===== src/rtl/sonar_pkg.sv =====
// sonar_pkg: shared types and constants for the round-robin HC-SR04 scheduler.
package sonar_pkg;

    // Scheduler phases within one sensor slot.
    typedef enum logic [2:0] {
        ST_TRIG,
        ST_WAIT_ECHO,
        ST_MEASURE,
        ST_GUARD,
        ST_HOLD
    } state_e;

    // Echo width in microseconds.
    typedef logic [11:0] width_t;

    // Saturation value of an echo width; also reported on timeouts.
    localparam width_t MAX_US = 12'd4095;

endpackage


===== src/rtl/us_tick.sv =====
// us_tick: one-clk pulse every CLK_PER_US clk cycles, the microsecond timebase
// for every counter in the scheduler.
module us_tick #(
    parameter int CLK_PER_US = 40
) (
    input  logic clk,
    input  logic rst_n,
    output logic tick_o
);

    localparam int CW = (CLK_PER_US > 1) ? $clog2(CLK_PER_US) : 1;

    logic [CW-1:0] cnt_q, cnt_d;

    assign tick_o = (cnt_q == CW'(CLK_PER_US - 1));

    // Wrap the divider on the tick cycle.
    always_comb begin
        cnt_d = cnt_q + CW'(1);
        if (tick_o) cnt_d = '0;
    end

    // Divider register.
    always_ff @(posedge clk or negedge rst_n) begin
        // NOTE: clocked state uses non-blocking assignments and clears asynchronously on rst_n low.
        if (!rst_n) cnt_q <= '0;
        else        cnt_q <= cnt_d;
    end

endmodule


===== src/rtl/sonar_scheduler.sv =====
// sonar_scheduler: round-robin HC-SR04 trigger/echo scheduler with a
// valid/ready result port. Optional macro SONAR_SCHED_MASK_EN adds a
// sensor_en input; disabled sensors are skipped when a slot advances.
module sonar_scheduler
    import sonar_pkg::*;
#(
    parameter int CLK_PER_US   = 40,
    parameter int NUM_SENSORS  = 4,
    parameter int TRIG_US      = 20,
    parameter int SLOT_US      = 15000,
    parameter int ECHO_WAIT_US = 1000
) (
    input  logic                   clk,
    input  logic                   reset,
    input  logic [NUM_SENSORS-1:0] echo,
`ifdef SONAR_SCHED_MASK_EN
    input  logic [NUM_SENSORS-1:0] sensor_en,
`endif
    output logic [NUM_SENSORS-1:0] trig,
    output logic                   dist_valid,
    input  logic                   dist_ready,
    output logic [2:0]             dist_id,
    output logic [11:0]            dist_us,
    output logic                   dist_timeout
);

    logic                   tick;
    logic [NUM_SENSORS-1:0] sync1_q, sync2_q, en_vec, trig_q, trig_d;
    logic [7:0]             echo_pad, en_pad;
    logic                   echo_cur, nxt_found, pending, xfer;
    logic [2:0]             cur_q, cur_d, nxt_idx;
    logic [15:0]            slot_q, slot_d;
    width_t                 wid_q, wid_d, res_us, dist_us_q;
    state_e                 state_q, state_d;
    logic                   res_fire, res_to;
    logic                   dist_valid_q, dist_to_q;
    logic [2:0]             dist_id_q;

    us_tick #(.CLK_PER_US(CLK_PER_US)) u_us_tick (
        .clk    (clk),
        .rst_n  (reset),
        .tick_o (tick)
    );

    // One-hot trigger pattern for a sensor index.
    function automatic logic [NUM_SENSORS-1:0] sel_onehot(input logic [2:0] idx);
        logic [NUM_SENSORS-1:0] v;
        for (int i = 0; i < NUM_SENSORS; i++) v[i] = (3'(i) == idx);
        return v;
    endfunction

    // Next enabled sensor after 'from', wrapping; MSB flags that one exists.
    function automatic logic [3:0] pick_next(input logic [2:0] from, input logic [7:0] en);
        logic       found;
        logic [2:0] idx, cand;
        found = 1'b0;
        idx   = from;
        for (int k = 1; k <= NUM_SENSORS; k++) begin
            cand = 3'((int'(from) + k) % NUM_SENSORS);
            if (!found && en[cand]) begin
                found = 1'b1;
                idx   = cand;
            end
        end
        return {found, idx};
    endfunction

`ifdef SONAR_SCHED_MASK_EN
    assign en_vec = sensor_en;
`else
    assign en_vec = '1;
`endif

    assign echo_pad               = 8'(sync2_q);
    assign en_pad                 = 8'(en_vec);
    assign echo_cur               = echo_pad[cur_q];
    assign {nxt_found, nxt_idx}   = pick_next(cur_q, en_pad);
    assign pending                = dist_valid_q && !dist_ready;
    assign xfer                   = dist_valid_q && dist_ready;

    // Two-flop synchronizer on every raw echo pin.
    always_ff @(posedge clk or negedge reset) begin
        if (!reset) begin
            sync1_q <= '0;
            sync2_q <= '0;
        end else begin
            sync1_q <= echo;
            sync2_q <= sync1_q;
        end
    end

    // Slot FSM: trigger, echo wait, width measurement, guard, backpressure hold.
    always_comb begin
        // NOTE: every always_comb output gets a default first so no path infers a latch.
        state_d  = state_q;
        cur_d    = cur_q;
        slot_d   = slot_q;
        wid_d    = wid_q;
        trig_d   = trig_q;
        res_fire = 1'b0;
        res_us   = wid_q;
        res_to   = 1'b0;
        if (tick && state_q != ST_HOLD) slot_d = slot_q + 16'd1;
        unique case (state_q)
            ST_TRIG: begin
                if (tick) begin
                    if (trig_q == '0) begin
                        // Pulse not started yet (after reset or HOLD): start on this tick.
                        slot_d = '0;
                        if (en_pad[cur_q]) trig_d  = sel_onehot(cur_q);
                        else               state_d = ST_GUARD;
                    end else if (slot_q == 16'(TRIG_US - 1)) begin
                        trig_d  = '0;
                        wid_d   = '0;
                        state_d = ST_WAIT_ECHO;
                    end
                end
            end
            ST_WAIT_ECHO: begin
                if (echo_cur) begin
                    wid_d   = '0;
                    state_d = ST_MEASURE;
                end else if (tick) begin
                    if (wid_q == width_t'(ECHO_WAIT_US - 1)) begin
                        res_fire = 1'b1;
                        res_us   = MAX_US;
                        res_to   = 1'b1;
                        state_d  = ST_GUARD;
                    end else begin
                        wid_d = wid_q + width_t'(1);
                    end
                end
            end
            ST_MEASURE: begin
                if (!echo_cur) begin
                    res_fire = 1'b1;
                    state_d  = ST_GUARD;
                end else if (wid_q == MAX_US) begin
                    res_fire = 1'b1;
                    res_to   = 1'b1;
                    state_d  = ST_GUARD;
                end else if (tick) begin
                    wid_d = wid_q + width_t'(1);
                end
            end
            ST_GUARD: begin
                if (tick && slot_q == 16'(SLOT_US - 1)) begin
                    slot_d = '0;
                    if (nxt_found) begin
                        if (pending) begin
                            state_d = ST_HOLD;
                        end else begin
                            cur_d   = nxt_idx;
                            trig_d  = sel_onehot(nxt_idx);
                            state_d = ST_TRIG;
                        end
                    end
                end
            end
            ST_HOLD: begin
                if (xfer) begin
                    slot_d = '0;
                    if (nxt_found) begin
                        cur_d   = nxt_idx;
                        state_d = ST_TRIG;
                    end else begin
                        state_d = ST_GUARD;
                    end
                end
            end
            default: state_d = ST_TRIG;
        endcase
    end

    // FSM and counter registers.
    always_ff @(posedge clk or negedge reset) begin
        if (!reset) begin
            state_q <= ST_TRIG;
            cur_q   <= '0;
            slot_q  <= '0;
            wid_q   <= '0;
            trig_q  <= '0;
        end else begin
            state_q <= state_d;
            cur_q   <= cur_d;
            slot_q  <= slot_d;
            wid_q   <= wid_d;
            trig_q  <= trig_d;
        end
    end

    // Result register: loads on a terminating event, holds until transferred.
    always_ff @(posedge clk or negedge reset) begin
        if (!reset) begin
            dist_valid_q <= 1'b0;
            dist_id_q    <= '0;
            dist_us_q    <= '0;
            dist_to_q    <= 1'b0;
        end else if (res_fire) begin
            dist_valid_q <= 1'b1;
            dist_id_q    <= cur_q;
            dist_us_q    <= res_us;
            dist_to_q    <= res_to;
        end else if (xfer) begin
            dist_valid_q <= 1'b0;
        end
    end

    assign trig         = trig_q;
    assign dist_valid   = dist_valid_q;
    assign dist_id      = dist_id_q;
    assign dist_us      = dist_us_q;
    assign dist_timeout = dist_to_q;

endmodule


===== config.mk =====
export PLATFORM = sky130hd
export DESIGN_NAME = sonar_scheduler
export DESIGN_NICKNAME = d
export VERILOG_FILES = /design/src/rtl/sonar_pkg.sv /design/src/rtl/us_tick.sv /design/src/rtl/sonar_scheduler.sv
export SDC_FILE = /design/constraint.sdc
export NUM_CORES = 1
export LEC_CHECK = 0
export CELL_PAD_IN_SITES_DETAIL_PLACEMENT = 0
export CELL_PAD_IN_SITES_GLOBAL_PLACEMENT = 1
export CORE_MARGIN = 4
export CORE_UTILIZATION = 49
export DETAILED_ROUTE_END_ITERATION = 10
export PLACE_DENSITY = 0.89
export SLEW_MARGIN = 20
export SYNTH_ARGS = -nofsm -noshare
export SYNTH_HDL_FRONTEND = slang
export SYNTH_SLANG_ARGS = --single-unit
export TNS_END_PERCENT = 5

===== constraint.sdc =====
create_clock -name clk -period 6.86 [get_ports clk]
set_clock_uncertainty 0.2 [all_clocks]
set_input_delay 1.372 -clock clk [delete_from_list [all_inputs] [get_ports clk]]
set_output_delay 1.372 -clock clk [all_outputs]
set_load 0.03 [all_outputs]

======== Word level (Yosys, flattened, before mapping) ========
Memories as Yosys holds them, arrays and structs flattened.
Index checks and enable logic that the tools add are counted.
storage, ports and cells
  memory bits (writable) .................. 0
  bits in read-only memories .............. 40
  flip-flop bits (word level) ............. 69
  input bits .............................. 7
  output and inout bits ................... 21
  bits in latches ......................... 0
  word-level logic and storage cells ...... 169
  memories kept ........................... 5
memory list
  name              depth  width  read ports  clocked after memory_dff  wr ports  line                    source
  (name not given)  8      1      1           0                         0         sonar_scheduler.sv:110  if (en_pad[cur_q]) trig_d = sel_onehot(cur_q);
  (name not given)  8      1      1           0                         0         sonar_scheduler.sv:60   if (!found && en[cand]) begin
  (name not given)  8      1      1           0                         0         sonar_scheduler.sv:60
  (name not given)  8      1      1           0                         0         sonar_scheduler.sv:60
  (name not given)  8      1      1           0                         0         sonar_scheduler.sv:60
operators by class
  shift operators ......................... 0
  $lt $le $gt $ge ......................... 5
  muxes and demuxes ....................... 75
  div/mod/pow operators ................... 0
  reductions and logical operators ........ 27
  multipliers ............................. 0
  add/subtract/negate cells ............... 7
  bitwise operators ....................... 4
  equality and inequality tests ........... 34
operators by type and width
  cell                   count
  $mux 12                13
  $mux 16                5
  $mux 3                 22
  $pmux 16 s3            1
  $pmux 12 s3            1
  $mux 4                 7
  $ne 3x3->1 const B     8
  $ne 2x2->1 const B     11
  $lt 3x4->1 const B     5
  $mux 1                 18
  $reduce_and 9->1       2
  $add 16x1->16 const B  1
  $eq 16x14->1 const B   1
  $eq 16x5->1 const B    1
  $pmux 3 s5             1
  $add 12x1->12 const B  1
  $eq 12x10->1 const B   1
  $eq 12x12->1 const B   1
  $eq 2x3->1 const A     4
  $logic_not 3->1        3
  $pmux 4 s2             1
  $reduce_or 2->1        4
  $logic_and 1x1->1      7
  $reduce_and 7->1       1
  other kinds (19)       32

======== Longest topological paths before layout ========
Gate-level depths: netlist of run 1.
  depth in word-level cells ............... 20
  gate-level depth with buffers ........... 8
  gate-level depth less buffers ........... 6

======== Modules after synthesis ========
From an unflattened synthesis of run 1, not the netlist that was laid out.
unflattened totals
  cells, all modules ...................... 335
  area total of the unflattened synthesis .. 3,443.3 µm²
modules (own cells, without submodules)
  module           cells each  instances  sequential area each (µm²)  area an instance (µm²)
  sonar_scheduler  314         1          1,526.5                     3,188.1
  us_tick          21          1          150.1                       255.2

======== Worst setup path after synthesis of run 1 ========
No wires, ideal clock.
  path kind ............................... flip-flop to flip-flop
  start ................................... register slot_q[0]
  end ..................................... register wid_q[7]
  clock period less this slack ............ 2.896 ns
  cell stages (with the launch flop) ...... 8
  arrival ................................. 2.605 ns
  setup time .............................. 0.092 ns
  path slack .............................. 3.964 ns
  path through ............................ dfrtp_1 ha_1 or4b_1 or4_4 a211o_1 or4_1 buf_2 o31ai_2
on the way
  longest elaborated chain between the ends .. 3
ends and longest elaborated chain
  element                     line                    source
  start: declaration          sonar_scheduler.sv:32   logic [15:0] slot_q, slot_d;
  start signal: assignment    sonar_scheduler.sv:186  slot_q <= slot_d;
  $eq 16x5->1                 sonar_scheduler.sv:112  end else if (slot_q == 16'(TRIG_US - 1)) begin
  $ne 2x2->1 (no line)        -
  $reduce_and 9->1 (no line)  -
  end signal: assignment      sonar_scheduler.sv:187  wid_q <= wid_d;
  end: declaration            sonar_scheduler.sv:33   width_t wid_q, wid_d, res_us, dist_us_q;
Every way passes these cells.
A chain may end at the register's enable or synchronous reset.

======== Worst setup path in the final report of run 1 ========
  start ................................... register cur_q[0]
  end ..................................... register wid_q[6]
on the way
  longest elaborated chain between the ends .. 4
  elaborated cells on any way between the ends .. 8
ends and longest elaborated chain
  element                                                    line                    source
  start: declaration                                         sonar_scheduler.sv:31   logic [2:0] cur_q, cur_d, nxt_idx;
  start signal: assignment                                   sonar_scheduler.sv:185  cur_q <= cur_d;
  $bmux 1 s3 (*)                                             sonar_scheduler.sv:76   assign echo_cur = echo_pad[cur_q];
  $mux 1 (implied by the code) (*)                           sonar_scheduler.sv:76
  $ne 3x3->1 (no line) (tied with other cells)               -
  $reduce_and 9->1 (no line) or $pmux 12 s3 (tied branches)  -
Mark *: on every way between the ends. The rest lies on a longest branch, timed or not. The select of a mux whose other input is x is not followed.

==> PnR_summary.wiki, run 1 <==
{| class="wikitable"
! Metric !! Value
|-
| CP required || around 6900 ps
|-
| Port Buffer Count || 26
|-
| Area delta synth->final || 15.2%
|-
| Worst hold-check path type || reg -> reg
|-
| Top achievable clock speed || 299 MHz
|-
| Drt initial violations || roughly 210
|-
| Core area || 6790 µm²
|-
| Critical path startpoint category || flip-flop
|-
| Num Clock Sinks || 67
|-
| Net count reported at finish || 371
|-
| Final count of hold timing violations || 0
|-
| Antenna violations before repair || 0
|-
| Worst Path Arrival || ~3400 ps
|-
| Leading cell type in the layout, fill and taps excluded || dfrtp_1
|-
| Synthesized flop and latch total || 67
|-
| Number of enable flip-flop cells after synthesis || 0
|-
| Clock slew at reported path FFs || 60 ps
|-
| Highest fanout seen on the critical path || 14
|-
| Critical path class || reg -> reg
|-
| Fraction of layout instances using a drive strength above 1 || approximately 11%
|-
| Number of detailed-route iterations in the first pass || 4
|-
| CTS H-tree depth || 3
|-
| Number of setup violations in the final report || 0
|-
| Post-synthesis compound-gate area fraction || 13.7%
|-
| Global-route wire length before repair || 12400 µm
|-
| Leak pwr || 1.65 nW
|-
| Unrepaired setup endpoints after global routing || false
|-
| Most common flop cell mapped by yosys || dfrtp_1
|-
| Final worst path period need || between 3000 and 4000 ps
|-
| Total GRT Usage || 18.3%
|-
| Synthesized-area fraction occupied by adder cells || 4.02%
|-
| Number of core rows || 30
|-
| Synth Area per Inst || around 10 µm²
|-
| Latest clock arrival within the worst-skew pair || 340 ps
|-
| TritonCTS clock tree || done
|-
| Routability Congestion || between 0.8 and 0.9
|-
| Die Area || 8380 µm²
|-
| Gate count of the mapped netlist || 327
|-
| Number of warnings issued by yosys || 0
|-
| Net count of the mapped netlist || 345
|-
| Root Driver || clkbuf_8
|-
| Total power of the final layout || 696 µW
|-
| Basic-gate share of the synthesized area counting and, or, nand and nor cells || 20.3%
|-
| DIE WIDTH || 91.6 µm
|-
| WL final || roughly 7000 µm
|-
| Inserted Clock Buffers || 9
|-
| Maximum ir drop on the vdd rail || 0.107 mV
|-
| Post-Synthesis Cell Area || about 3400 µm²
|-
| Delay of the slowest cell on the worst path || slightly above 800 ps
|-
| Critical path, cell by cell || mux4_2 > or3_1 > a21oi_1 > or4_1 > o21ai_1
|-
| Endpoint of the worst register-to-register path || wid_q[6]$_DFFE_PN0P_
|-
| Run status || finished clean
|-
| Routed length per instance || 15.8 µm
|-
| Reg-to-Reg Start || cur_q[0]$_DFFE_PN0P_
|-
| Number of buffers inserted for hold repair after clock tree synthesis || 0
|-
| Max-slew violation count || 0
|-
| Slew at the pin with the worst max-slew slack || just over 1000 ps
|-
| Number of setup buffers added after CTS || 0
|-
| Number of gates resized after cts || 0
|-
| Share of async-settable or async-resettable flops after synthesis || 100%
|-
| Total via count in the routed design || 2593
|-
| Worst Reg-to-Reg Cells || 5
|-
| Half-perimeter wire length of the detailed placement result || 4920 µm
|-
| Final worst path period share || 48.7%
|-
| Cell type of the slowest stage on the worst timing path || a21oi_1
|-
| I/O pin total || 28
|-
| Sequential cell area fraction in the yosys report || 49.0%
|-
| Synthesized-area fraction occupied by xor and xnor cells || 4.61%
|-
| DRC || 0
|-
| ANT nets after route || 0
|-
| Launching element of the worst setup path || cur_q[0]$_DFFE_PN0P_
|-
| Vias in the first global route || 2490
|-
| Sum of overflow across all layers after global routing || 0
|-
| Worst slew margin relative to its limit || a little under a third
|-
| Largest net degree at the start of global routing || 68
|-
| Routed via count divided by cell count || roughly 5.7
|-
| Worst setup path endpoint || wid_q[6]$_DFFE_PN0P_
|-
| Maximum buffer depth of the clock tree || 2
|-
| Vert. Die Dim || 91.6 µm
|-
| Synth unique cells || 56
|-
| Dominant combinational cell family by area after synthesis || simple AND/OR/NAND/NOR gates
|-
| Power per cell area || 177 nW/µm²
|-
| Setup TNS || 0 ps
|-
| Antenna Diode Count || 0
|-
| Starting density of the core || 50.3%
|-
| Sort of element at the end of the critical path || flip-flop
|-
| Max-cap viol count || 0
|-
| Multiplexer area fraction after synthesis || 5.85%
|-
| Top library cells by usage in the layout, fill and taps aside || 67 x dfrtp_1, 41 x nor2_1, 25 x clkdlybuf4s50_1
|-
| Reg-to-reg setup timing slack || 3520 ps
|}
cell type report:
class	count	area, µm²
clock buffer	12	155
timing repair buffer	30	285
sequential	67	1680
inverter	5	18.8
clock inverter	2	12.5
fill	593	2850
tap	96	120
multi-input combinational	240	1670
layer usage:
metal | share of wire (%) | track usage (%)
met3 | 3.2 | 3.31
met2 | 45 | 27.2
met5 | 0 | 0
met1 | 50 | 26.3
met4 | 2.0 | 7.66
sequential cells by signal, indices dropped and copies added (netlist names):
signal and count:
dist_us 12, wid_q 12, dist_valid 1, dist_timeout 1, sync2_q 4, state_q 3, trig 4, slot_q 16
dist_id 2, sync1_q 4, u_us_tick.cnt_q 6, cur_q 2
worst min path at each step:
stage                    startpoint              endpoint  slack (ps)  depth (start not counted)
3_5_place_dp   sync1_q[1]$_DFF_PN0_  sync2_q[1]$_DFF_PN0_         140                          0
4_1_cts        sync1_q[1]$_DFF_PN0_  sync2_q[1]$_DFF_PN0_         150                          0
3_3_place_gp   sync1_q[3]$_DFF_PN0_  sync2_q[3]$_DFF_PN0_         140                          0
2_1_floorplan  sync1_q[0]$_DFF_PN0_  sync2_q[0]$_DFF_PN0_         130                          0
6_report       sync1_q[1]$_DFF_PN0_  sync2_q[1]$_DFF_PN0_         150                          0
5_1_grt        sync1_q[3]$_DFF_PN0_  sync2_q[3]$_DFF_PN0_         160                          0
worst max-delay path, delay by kind of cell, from the launching register on:
kind | cells | cell delay (ps)
flops | 1 | 530
compound gates | 2 | 940
mux | 1 | 620
simple gates | 2 | 920
power by group:
| group | switching [mW] | total (mW) | internal (mW) |
|---|---|---|---|
| Clock | 0.138 | 0.284 | 0.146 |
| Sequential | 0.00102 | 0.398 | 0.397 |
| Combinational | 0.00918 | 0.0130 | 0.00382 |
| Total | 0.148 | 0.696 | 0.548 |
cell usage after synthesis (3+ instances only):
cell type	instances	area share, %
or3_1	6	1.1
and2_1	4	0.73
mux2_2	13	4.3
a21oi_1	10	1.5
inv_1	5	0.55
nor4_1	6	1.1
clkbuf_1	11	1.2
o31ai_1	6	1.3
nand2b_1	6	1.1
or4_1	5	1.1
xor2_1	15	3.8
a31oi_1	3	0.55
nor2_1	41	4.5
a22o_1	4	1.0
dfrtp_1	67	49
o41ai_1	11	2.8
o21ai_1	5	0.73
ha_1	11	4.0
nand2_1	11	1.2
nand4_1	9	1.6
xnor2_1	3	0.77
o22a_1	4	1.0
nor3b_1	3	0.66
nand3_1	15	2.2
nor3_1	12	1.8
logic make-up after synthesis:
| group | Yosys count |
|---|---|
| buffers and inverters | 20 |
| muxes | 17 |
| AOI/OAI and AO/OA | 61 |
| and+or+nand+nor | 132 |
| adders and majority gates | 11 |
| DFF | 67 |
| other | 1 |
| xor gates and xnor gates | 18 |
per-stage QoR:
stage | area (µm²) | cells | setup WS [ps] | hold WS [ps] | util, %
floorplan | 3420 | 327 | 3960 | 131 | -
global placement | 3770 | 438 | 3570 | 135 | 55.5
detailed placement | 3770 | 438 | 3560 | 139 | 55.5
CTS | 3940 | 452 | 3540 | 153 | 58.0
global route | 3940 | 452 | 3300 | 158 | 58.0
finish | 3940 | 452 | 3520 | 150 | 58.0
No activity file was read; power rests on OpenSTA's default activity.
==> inputs of run 2 (changes only) <==
CORE_UTILIZATION = 46   (was 49)
PLACE_DENSITY = 0.85   (was 0.89)
clock period = 3.5 ns   (was 6.86 ns; I/O delays follow)
==> run 2 against run 1 <==
Utilization is 2.9 points lower. Highest routed layer unchanged. Critical endpoint is now wid_q[5]$_DFFE_PN0P_. Die area is 5.9% higher. Sequential power is 96% higher. Sequential cell count stayed put. Final cell count is 2.2% higher.
==> PnR_summary.wiki, run 2 (synthesized netlist as in run 1, its figures left out) <==
{| class="wikitable"
! Metric !! Value
|-
| Top library cells by usage in the layout, fill and taps aside || 67 x dfrtp_1, 41 x nor2_1, 25 x clkdlybuf4s50_1
|-
| Placed insts || 448 (+2.3%)
|-
| I/O pin total || 28 (unchanged)
|-
| Final count of hold timing violations || 0 (unchanged)
|-
| Sum of overflow across all layers after global routing || 0 (unchanged)
|-
| Number of buffers inserted for hold repair after clock tree synthesis || 0 (unchanged)
|-
| Power per cell area || 341 nW/µm² (+93%)
|-
| Vert. Die Dim || 94.2 µm (+2.9%)
|-
| Critical path, cell by cell || ha_1 > or4b_1 > or4_4 > a211o_1 > or4_1 > o31ai_1
|-
| Top achievable clock speed || 324 MHz (+8.2%)
|-
| Half-perimeter wire length of the detailed placement result || 4920 µm (+0.13%)
|-
| TritonCTS clock tree || done
|-
| Total via count in the routed design || 2618 (+0.96%)
|-
| Sort of element at the end of the critical path || flip-flop
|-
| Core area || 7250 µm² (+6.8%)
|-
| Switching share of power || 21.5% (+0.24 points)
|-
| Routability Congestion || 0.857 (-3.4%)
|-
| Register with the highest flop count || slot_q
|-
| Starting density of the core || 47.2% (-3.2 points)
|-
| Number of setup buffers added after CTS || 0 (unchanged)
|-
| Antenna violations before repair || 0 (unchanged)
|-
| Area delta synth->final || 16.8%
|-
| Worst hold-check path type || reg -> reg
|-
| Port Buffer Count || 26 (unchanged)
|-
| Sequential Power Share || 57.3% (about the same)
|-
| Cell type of the slowest stage on the worst timing path || or4_1
|-
| CTS H-tree depth || 3 (unchanged)
|-
| Routed via count divided by cell count || 5.67 (-1.2%)
|-
| Number of core rows || 31 (+3.3%)
|-
| Antenna Diode Count || 0 (unchanged)
|-
| Die Area || 8880 µm² (+5.9%)
|-
| Buffers & Inverters on Critical Path || 0 (unchanged)
|-
| Final WS setup || 412 ps (-3110 ps)
|-
| Final worst path period share || 88.2% (+40 points)
|-
| Unrepaired setup endpoints after global routing || false
|-
| Global-route wire length before repair || 12000 µm (-3.1%)
|-
| Slew at the pin with the worst max-slew slack || 833 ps (-203 ps)
|-
| Number of setup violations in the final report || 0 (unchanged)
|-
| Max-slew violation count || 0 (unchanged)
|-
| Setup TNS || 0 ps (unchanged)
|-
| Latest clock arrival within the worst-skew pair || 340 ps (about the same)
|-
| Final Non-Filler Cells || 462 (+2.2%)
|-
| Worst Path Arrival || 3130 ps (-220 ps)
|-
| WL final || 7050 µm (-1.4%)
|-
| Flip-flop count of the largest register after layout || 16 (unchanged)
|-
| Drt initial violations || 180 (-13%)
|-
| CP required || 3540 ps (-3330 ps)
|-
| Inserted Clock Buffers || 9 (unchanged)
|-
| Vias in the first global route || 2474 (-0.64%)
|-
| Fraction of layout instances using a drive strength above 1 || 13.2% (+2.0 points)
|-
| Leading cell type in the layout, fill and taps excluded || dfrtp_1
|-
| Clock slew at reported path FFs || 70 ps (about the same)
|-
| Post-placement worst setup slack || 416 ps (-3140 ps)
|-
| Delay of the slowest cell on the worst path || 680 ps (-140 ps)
|-
| Maximum buffer depth of the clock tree || 2 (unchanged)
|-
| Total of fill cells in the finished design || 683 (+15%)
|-
| ANT nets after route || 0 (unchanged)
|-
| Net count reported at finish || 378 (+1.9%)
|-
| Root Driver || clkbuf_8
|-
| Clock network fraction of design power || 40.9% (about the same)
|-
| Leak pwr || 1.69 nW (+2.5%)
|-
| Number of detailed-route iterations in the first pass || 4 (unchanged)
|-
| Number of gates resized after cts || 0 (unchanged)
|-
| Routed length per instance || 15.3 µm (-3.5%)
|-
| Run status || finished clean
|-
| Logic gate share of total power || 1.9% (about the same)
|-
| Total GRT Usage || 17.4% (-0.90 points)
|-
| Final worst path period need || 3090 ps (-254 ps)
|-
| Highest fanout seen on the critical path || 9 (-5)
|-
| Critical path startpoint category || flip-flop
|-
| Num Clock Sinks || 67 (unchanged)
|-
| Family of cells with the greatest summed delay on the critical path || simple AND/OR/NAND/NOR gates
|-
| Int Pwr || 1.07 mW (+95%)
|-
| Max-cap viol count || 0 (unchanged)
|-
| Largest net degree at the start of global routing || 68 (unchanged)
|-
| Maximum ir drop on the vdd rail || 0.192 mV (+79%)
|-
| Worst slew margin relative to its limit || 44.4% (+14 points)
|-
| Switching power || 293 µW (+98%)
|-
| Critical path class || reg -> reg
|-
| DIE WIDTH || 94.2 µm (+2.9%)
|-
| DRC || 0 (unchanged)
|}
==> run 2: metal layers <==
layer	vias up	GRT usage [%]	share of wire, %
li1	1284	-	-
met3	8	4.89	4.3
met1	1275	24.9	49
met2	51	25.7	46
met5	-	0	0
met4	0	5.42	1.2
==> run 2: worst paths after layout <==
check                                           from                           end  slack [ps]  cells past startpoint
worst max register to register   slot_q[0]$_DFF_PN0_          wid_q[5]$_DFFE_PN0P_         410                      6
worst max-delay path             slot_q[0]$_DFF_PN0_          wid_q[5]$_DFFE_PN0P_         410                      6
worst min-delay path            sync1_q[1]$_DFF_PN0_          sync2_q[1]$_DFF_PN0_         150                      0
max in group asynchronous                      reset  u_us_tick.cnt_q[2]$_DFF_PN0_        2200                      2
worst min register to register  sync1_q[1]$_DFF_PN0_          sync2_q[1]$_DFF_PN0_         150                      0
min in group asynchronous                      reset        dist_us[1]$_DFFE_PN0P_         320                      2
==> run 2: power groups by stage <==
stage / clock [mW] / combinational (mW) / sequential [mW]
floorplan: 0 / 0.00475 / 0.794
global placement: 0 / 0.0266 / 0.795
detailed placement: 0 / 0.0270 / 0.795
CTS: 0.570 / 0.0269 / 0.781
global route: 0.603 / 0.0297 / 0.781
finish: 0.557 / 0.0254 / 0.781
==> run 2: final cells by class <==
cell class / instances / area, µm² / area share, %
flip-flops and latches: 67 / 1680 / 42.0
multi-input cells: 240 / 1670 / 41.8
clock inverters: 3 / 15.0 / 0.376
well taps: 99 / 124 / 3.10
repair buffers: 37 / 338 / 8.46
clock buffers: 11 / 151 / 3.79
inverters: 5 / 18.8 / 0.470
==> run 2: through the flow <==
| step | util [%] | hold WS, ps | total power, mW | cell area, µm² |
|---|---|---|---|---|
| floorplan | - | 131 | 0.799 | 3420 |
| global placement | 52.8 | 132 | 0.822 | 3830 |
| detailed placement | 52.8 | 135 | 0.822 | 3830 |
| CTS | 55.1 | 150 | 1.38 | 4000 |
| global route | 55.1 | 164 | 1.41 | 4000 |
| finish | 55.1 | 147 | 1.36 | 4000 |
